**config.mk**
```make
export PLATFORM = sky130hd
export DESIGN_NAME = led_count_arbiter
export DESIGN_NICKNAME = d
export VERILOG_FILES = /design/src/rtl/led_count_arbiter.sv
export SDC_FILE = /design/constraint.sdc
export NUM_CORES = 1
export LEC_CHECK = 0
export BUFFER_PORTS_ARGS = -buffer_cell sky130_fd_sc_hd__buf_4
export CORE_MARGIN = 2
export CORE_UTILIZATION = 50
export CTS_CLUSTER_DIAMETER = 200
export CTS_CLUSTER_SIZE = 14
export DETAILED_ROUTE_END_ITERATION = 8
export PLACE_DENSITY = 0.81
export SYNTH_ARGS = -nofsm -noshare
export SYNTH_HDL_FRONTEND = slang
export SYNTH_SLANG_ARGS = --single-unit
export TNS_END_PERCENT = 30
```
**constraint.sdc**
```tcl
create_clock -name clk -period 2.15 [get_ports clk]
set_input_delay 0.43 -clock clk [delete_from_list [all_inputs] [get_ports clk]]
set_output_delay 0.43 -clock clk [all_outputs]
set_load 0.05 [all_outputs]
```
**src/rtl/led_count_arbiter.sv**
```systemverilog
// led_count_arbiter
//
// Shares one LED counting engine between two requesters. A round-robin
// arbiter picks an owner. The owner's pass then counts led from 0 up to
// MAX_COUNT, advancing once every TICK_DIV clk cycles. When the pass is
// complete, the owner gets a one-cycle done pulse. If the owner drops its
// request during a pass, the pass aborts with no done pulse.
// Everything runs in the clk domain. The tick is a clock enable, not a
// derived clock. All outputs come straight from flops.
//
// Ports:
//   clk    input   1      system clock
//   rst    input   1      asynchronous, active-high reset
//   req    input   2      level request per requester; held until done
//   grant  output  2      one-hot owner of the counter, 00 when unowned
//   led    output  CNT_W  current count value
//   busy   output  1      high while a pass is running
//   done   output  2      one-cycle completion pulse to the owner
module led_count_arbiter #(
    parameter int TICK_DIV  = 1500000,
    parameter int DIV_W     = 24,
    parameter int CNT_W     = 4,
    parameter int MAX_COUNT = 15
) (
    input  logic             clk,
    input  logic             rst,
    input  logic [1:0]       req,
    output logic [1:0]       grant,
    output logic [CNT_W-1:0] led,
    output logic             busy,
    output logic [1:0]       done
);

    localparam logic [DIV_W-1:0] TICK_LAST = DIV_W'(TICK_DIV - 1);
    localparam logic [CNT_W-1:0] LED_MAX   = CNT_W'(MAX_COUNT);

    typedef enum logic [1:0] {
        ST_IDLE = 2'b00,
        ST_RUN  = 2'b01,
        ST_DONE = 2'b10
    } state_t;

    state_t           state_q, state_d;
    logic [1:0]       grant_q, grant_d;
    logic [CNT_W-1:0] led_q, led_d;
    logic             busy_q, busy_d;
    logic [1:0]       done_q, done_d;
    logic             last_q, last_d;
    logic [DIV_W-1:0] presc_q, presc_d;

    logic             tick;
    logic             owner_active;
    logic             winner;

    // The tick fires on the last prescaler count of each tick period.
    // The pass stays alive only while the current owner keeps its
    // request high.
    always_comb begin
        tick         = (presc_q == TICK_LAST);
        owner_active = |(req & grant_q);
    end

    // Round-robin choice. A lone requester always wins. On a tie, the
    // requester that did not win last time goes first.
    always_comb begin
        winner = 1'b0;
        if (req == 2'b10) begin
            winner = 1'b1;
        end else if (req == 2'b11) begin
            winner = ~last_q;
        end
    end

    // Next-state and next-output logic. Any state other than RUN clears
    // the prescaler. An abort is checked before the tick, so it wins when
    // both happen in the same cycle. The unused state encoding falls into
    // the default branch and returns to IDLE with all outputs cleared.
    always_comb begin
        state_d = state_q;
        grant_d = grant_q;
        led_d   = led_q;
        busy_d  = busy_q;
        done_d  = 2'b00;
        last_d  = last_q;
        presc_d = presc_q;

        case (state_q)
            ST_IDLE: begin
                grant_d = 2'b00;
                busy_d  = 1'b0;
                led_d   = '0;
                presc_d = '0;
                if (|req) begin
                    grant_d = winner ? 2'b10 : 2'b01;
                    last_d  = winner;
                    busy_d  = 1'b1;
                    state_d = ST_RUN;
                end
            end
            ST_RUN: begin
                if (!owner_active) begin
                    state_d = ST_IDLE;
                    grant_d = 2'b00;
                    busy_d  = 1'b0;
                    led_d   = '0;
                    presc_d = '0;
                end else begin
                    presc_d = tick ? '0 : presc_q + DIV_W'(1);
                    if (tick) begin
                        if (led_q < LED_MAX) begin
                            led_d = led_q + CNT_W'(1);
                        end else begin
                            state_d = ST_DONE;
                            done_d  = grant_q;
                            grant_d = 2'b00;
                            busy_d  = 1'b0;
                        end
                    end
                end
            end
            ST_DONE: begin
                state_d = ST_IDLE;
                grant_d = 2'b00;
                busy_d  = 1'b0;
                led_d   = '0;
                presc_d = '0;
            end
            default: begin
                state_d = ST_IDLE;
                grant_d = 2'b00;
                busy_d  = 1'b0;
                led_d   = '0;
                presc_d = '0;
            end
        endcase
    end

    // State and output registers. last resets to 1 so that requester 0
    // wins the first tie after reset.
    always_ff @(posedge clk or posedge rst) begin
        if (rst) begin
            state_q <= ST_IDLE;
            grant_q <= 2'b00;
            led_q   <= '0;
            busy_q  <= 1'b0;
            done_q  <= 2'b00;
            last_q  <= 1'b1;
            presc_q <= '0;
        end else begin
            state_q <= state_d;
            grant_q <= grant_d;
            led_q   <= led_d;
            busy_q  <= busy_d;
            done_q  <= done_d;
            last_q  <= last_d;
            presc_q <= presc_d;
        end
    end

    assign grant = grant_q;
    assign led   = led_q;
    assign busy  = busy_q;
    assign done  = done_q;

endmodule

```
-- Yosys cells after proc, flatten, opt, wreduce, memory -nomap -nowiden
Index checks and enable logic that the tools add are counted.
- word-level logic and storage cells: 56
- register bits: 36
- muxes and demuxes: 29
- add/sub/neg operators: 2
- magnitude comparators: 1
- reduce and logical (&&, ||, !) cells: 7
- bitwise operators: 2
- eq/ne operators: 8
- operators with widths (kind ; number):
    24-bit two-way mux ; 3
    2-bit two-way mux ; 13
    24-bit by 1-bit adder with 24-bit output, second input constant ; 1
    24-bit by 21-bit equality test with 1-bit output, second input constant ; 1
    4-bit two-way mux ; 4
    3-bit inequality test, second input constant ; 3
    2-bit case mux with 2 select lines ; 2
    1-bit two-way mux ; 6
    2-bit AND reduction ; 3
    4-bit by 1-bit adder with 4-bit output, second input constant ; 1
    2-bit equality test, second input constant ; 2
    4-bit less-than comparator, second input constant ; 1
    2-bit OR reduction ; 2
    3-bit AND reduction ; 1
    2-bit AND ; 1
    2-bit by 1-bit equality test with 1-bit output, second input constant ; 1
    2-bit zero test ; 1
    2-bit inequality test, second input constant ; 1
    1-bit case mux with 2 select lines ; 1
    1-bit inverter ; 1

-- Longest topological paths before layout
- depth in word-level cells: 6
- gate-level depth with buffers: 6
- gate-level depth less buffers: 5

-- Least setup slack after synthesis
No wires, ideal clock.
- kind: reg-to-reg
- start point: register presc_q[10]
- end point: register presc_q[17]
- data arrival time: 1885 ps
- setup time: 130 ps
- slack: 136 ps
- period minus slack after synthesis: 2014 ps
- required time: 2020 ps
- stages on the path, launching flop included: 6
- buffers on the path: 1
- cells stage by stage: dfrtp_1 > or4b_1 > or4_4 > o21ai_2 > buf_4 > a21oi_1
- cells in the longest elaborated chain, start to end: 4
- elaborated cells on any way between the ends: 5
- classes of those cells: 1 x add/sub; 1 x eq/ne; 3 x mux
- ends and longest elaborated chain (what ; line ; text):
    start, declared ; 49 ; logic [DIV_W-1:0] presc_q, presc_d;
    start signal, assigned ; 156 ; presc_q <= presc_d;
    24-bit by 1-bit adder with 24-bit output / 24-bit by 21-bit equality test with 1-bit output (equally long branches) ; 108, 59 ;
    24-bit two-way mux (*) ; 108 ; presc_d = tick ? '0 : presc_q + DIV_W'(1);
    24-bit two-way mux (*) ; 101 ; if (!owner_active) begin
    24-bit two-way mux (*) ; 87 ; case (state_q)
    net presc_d[17] ; 49 ;
Mark *: on every way through the listed nets, which the timed path passes. The rest lies on a longest branch.
A chain may end at the register's enable or synchronous reset.

-- Worst setup path in the final report
- start point: register presc_q[12]
- end point: register led_q[0], in the netlist led[0]
- cells in the longest elaborated chain, start to end: 3
- ends and longest elaborated chain (what ; line ; text):
    24-bit by 21-bit equality test with 1-bit output ; 59 ; tick = (presc_q == TICK_LAST);
    3-bit inequality test (no line) ; - ;
    2-bit AND reduction (no line) ; - ;
    end signal, assigned ; 152 ; led_q <= led_d;
    end, declared ; 45 ; logic [CNT_W-1:0] led_q, led_d;
No other way between the ends.

==> qor.yml <==
run_status:
  status: "complete, but fails checks"
  violations: "negative setup slack"
timing:
  slew_headroom_pct: 68.9
  worst_slew_pin_slew_ns: 0.465
  setup_viol: 1
  setup_ws_ns: -0.0169
  finalMaxSlewViolations: 0
  finalHoldViolations: 0
  skew_ns: 0.00630
  period_share_pct: 101
  fmax_ghz: 0.461
  finalCriticalPeriod_ns: 2.17
  rsz0062_at_grt: "true"
power_and_ir_drop:
  seqPwrFrac_pct: 51.9
  swShare_pct: 31.9
  p_sw_uw: 476
  power.internal_uw: 1010
  power.leakage_uw: 0.000846
  irDropWorstVdd_v: 0.000374
  power_density_mw_per_mm2: 718
  combinationalPowerShare_pct: 22.9
  clkPwrFrac_pct: 25.2
placed_design:
  place_ws_ns: 0.00627
  dp_hpwl_mm: 2.54
  port_buffers: 12
  postPlaceCellArea_mm2: 0.00196
  dpl.cell_count: 239
  gp_congestion: 0.820
critical_path:
  crit_family: "simple AND/OR/NAND/NOR gates"
  rr_endpoint: "led[0]$_DFFE_PP0P_"
  start_kind: "register"
  cp-end-kind: "register"
  critical-path-max-stage-delay_ns: 0.58
  slowest_stage: "or4_4"
  crit_fanout: 6
  worst_ep_arrival_time_ns: 2.44
  crit_type: "register to register"
  rr_worst_depth: 4
  r2r-start: "presc_q[12]$_DFF_PP0_"
  path_cells: "or4b_4 > or4_4 > or3_1 > a21oi_2"
  rrSetupSlack_ns: -0.02
  cp_data_required_time_ns: 2.42
  critPathBufInv: 0
drt:
  dr_total_vias: 1459
  vias_per_cell: 5.86
  routed_wl_mm: 3.52
  drtIter0Drc: 76
  wl_per_cell_um: 14.1
  ant_nets: 0
  drc: 0
  dr.pass1.iters: 4
global_routing:
  grt_pass1_wl_mm: 5.95
  grt_max_degree: 37
  grt_use_met2_pct: 32.6
  first_global_vias: 1387
  busiest_layer: "met2"
  gr-usage-met1_pct: 22.8
  antenna_found_initial: 0
  met3_usage_pct: 4.29
  grt_remaining_overflow: 0
  grt_use_total_pct: 18.9
final_layout:
  drive_above_1_share_pct: 21.7
  final-seq-area_um2: 902
  final_cells: 249
  finalNetCount: 208
  area_delta_synth_final_pct: 16.4
  multi_input_area_um2: 851
  fillers: 282
  final_util_pct: 61.2
  layout_common_cells: "35 x dfrtp_1, 21 x buf_4, 16 x nor2_1, 11 x a21oi_1, 10 x nand2_1"
  final_area_mm2: 0.00207
  antennaDiodeCount: 0
  final_common_cell: "dfrtp_1"
clock_tree:
  clkTransAtPathRegs_ns: 0.11
  clockRootBuffer: "clkbuf_4"
  clkSinkCount: 36
  htree_levels: 2
  cts_buffers: 5
  cts_tree: "yes"
  clk_latency_ns: 0.34
  clock_path_buffers: 2
synthesis:
  synth_area_mm2: 0.00178
  synth_ff_type: "dfrtp_1"
  avgSynthCellArea_um2: 9.96
  ys_seq_area_share_pct: 50.6
  yosys_warnings: 0
  synthArstFlopShare_pct: 100
  synth_fp_nets: 185
  synth_edf_count: 0
  synthCells: 179
  synthDistinctLibCells: 38
  ys_seq_elements: 36
floorplan:
  start_util_pct: 52.6
  fp.dieW_um: 63.7
  die_y_um: 63.7
  io_pins: 13
  die-area_mm2: 0.00406
  rows: 21
  core-area_mm2: 0.00339
run:
  maxCapViolCount: 0
min_path:
  holdCritPathClass: "primary input to async pin"
registers in the layout, indices dropped and copies added, names as in the netlist:
signal / flops
grant: 2
presc_q: 24
busy: 1
state_q: 2
last_q: 1
led: 4
done: 2
logic make-up (layout without fill, tap and decap cells):
group	count (synthesis)	after routing	synth area share, %
DFF	36	36	50.6
buffers and inverters	13	37	3.16
xor gates and xnor gates	12	12	5.90
AOI/OAI and AO/OA	32	32	10.9
and+or+nand+nor	83	83	27.4
adders and majority gates	2	2	1.40
muxes	1	1	0.561
stage by stage:
step	hold slack, ns	total power (µW)	setup TNS [ns]
after detailed placement	0.482	1120	0
after global routing	0.214	1570	-0.397
final	0.183	1490	-0.0169
after CTS	0.195	1490	0
after global placement	0.472	1100	0
after floorplan	0.445	1020	0
worst reg2reg max path: cells and delay by family (launching register included):
kind | cells | cell delay (ns)
compound gates | 1 | 0.15
flops | 1 | 0.42
simple gates | 3 | 1.52
cells in the mapped netlist (2+ instances only):
cell      instances  area share (%)
or4_4             2             1.3
nand4b_1          2            0.98
nand4_1           8             2.8
nor3_1            8             2.2
or4_1             4             1.7
and3_1            2            0.70
or3_1             8             2.8
a21o_1            2            0.84
nand3_1           9             2.5
a21oi_1          12             3.4
or3b_2            2            0.98
a31o_2            2            0.98
xnor2_1           3             1.5
buf_4             2            0.84
dfrtp_1          35              49
o21ai_0           8             2.2
clkbuf_1          4            0.84
nand2_1          10             2.1
ha_1              2             1.4
o31ai_1           4             1.7
and4_1            5             2.5
nor2_1           16             3.4
xor2_1            9             4.4
inv_1             6             1.3
power groups by stage:
stage	clock network (µW)	logic [µW]	registers (µW)
after floorplan	0	158	862
after global placement	0	323	781
after detailed placement	0	329	786
after global routing	420	369	784
final	375	341	774
after CTS	385	331	773
timing repair:
item,4_1_cts,5_1_grt
buffers inserted,0,2
hold buffers,0,0
resized for setup,0,7
setup endpoints to repair,0,25
how the worst max path moves through the flow:
| stage | startpoint | to | slack (ns) | cells after the start |
|---|---|---|---|---|
| floorplan | presc_q[10]$_DFF_PP0_ | presc_q[17]$_DFF_PP0_ | 0.14 | 5 |
| CTS | presc_q[19]$_DFF_PP0_ | grant[0]$_DFFE_PP0P_ | 0.004 | 4 |
| detailed placement | presc_q[19]$_DFF_PP0_ | grant[0]$_DFFE_PP0P_ | 0.006 | 4 |
| finish | presc_q[12]$_DFF_PP0_ | led[0]$_DFFE_PP0P_ | -0.02 | 4 |
| global route | presc_q[12]$_DFF_PP0_ | led[0]$_DFFE_PP0P_ | -0.08 | 4 |
| global placement | presc_q[10]$_DFF_PP0_ | presc_q[7]$_DFF_PP0_ | 0.13 | 5 |
routing by layer:
layer	part of all wire, %	vias to the layer above	wire [µm]
li1	-	708	-
met1	44	723	1560
met2	51	23	1800
met3	2.7	5	96
met4	1.8	0	63
met5	0	-	0
area by class of cell:
| class | instances | share of cell area, % |
|---|---|---|
| inverter | 6 | 1.09 |
| clock buffer | 6 | 2.47 |
| clock inverter | 2 | 0.483 |
| timing repair buffer | 23 | 8.69 |
| multi-input combinational | 130 | 41.0 |
| tap | 46 | 2.77 |
| sequential | 36 | 43.5 |
No activity file was read; power rests on OpenSTA's default activity.
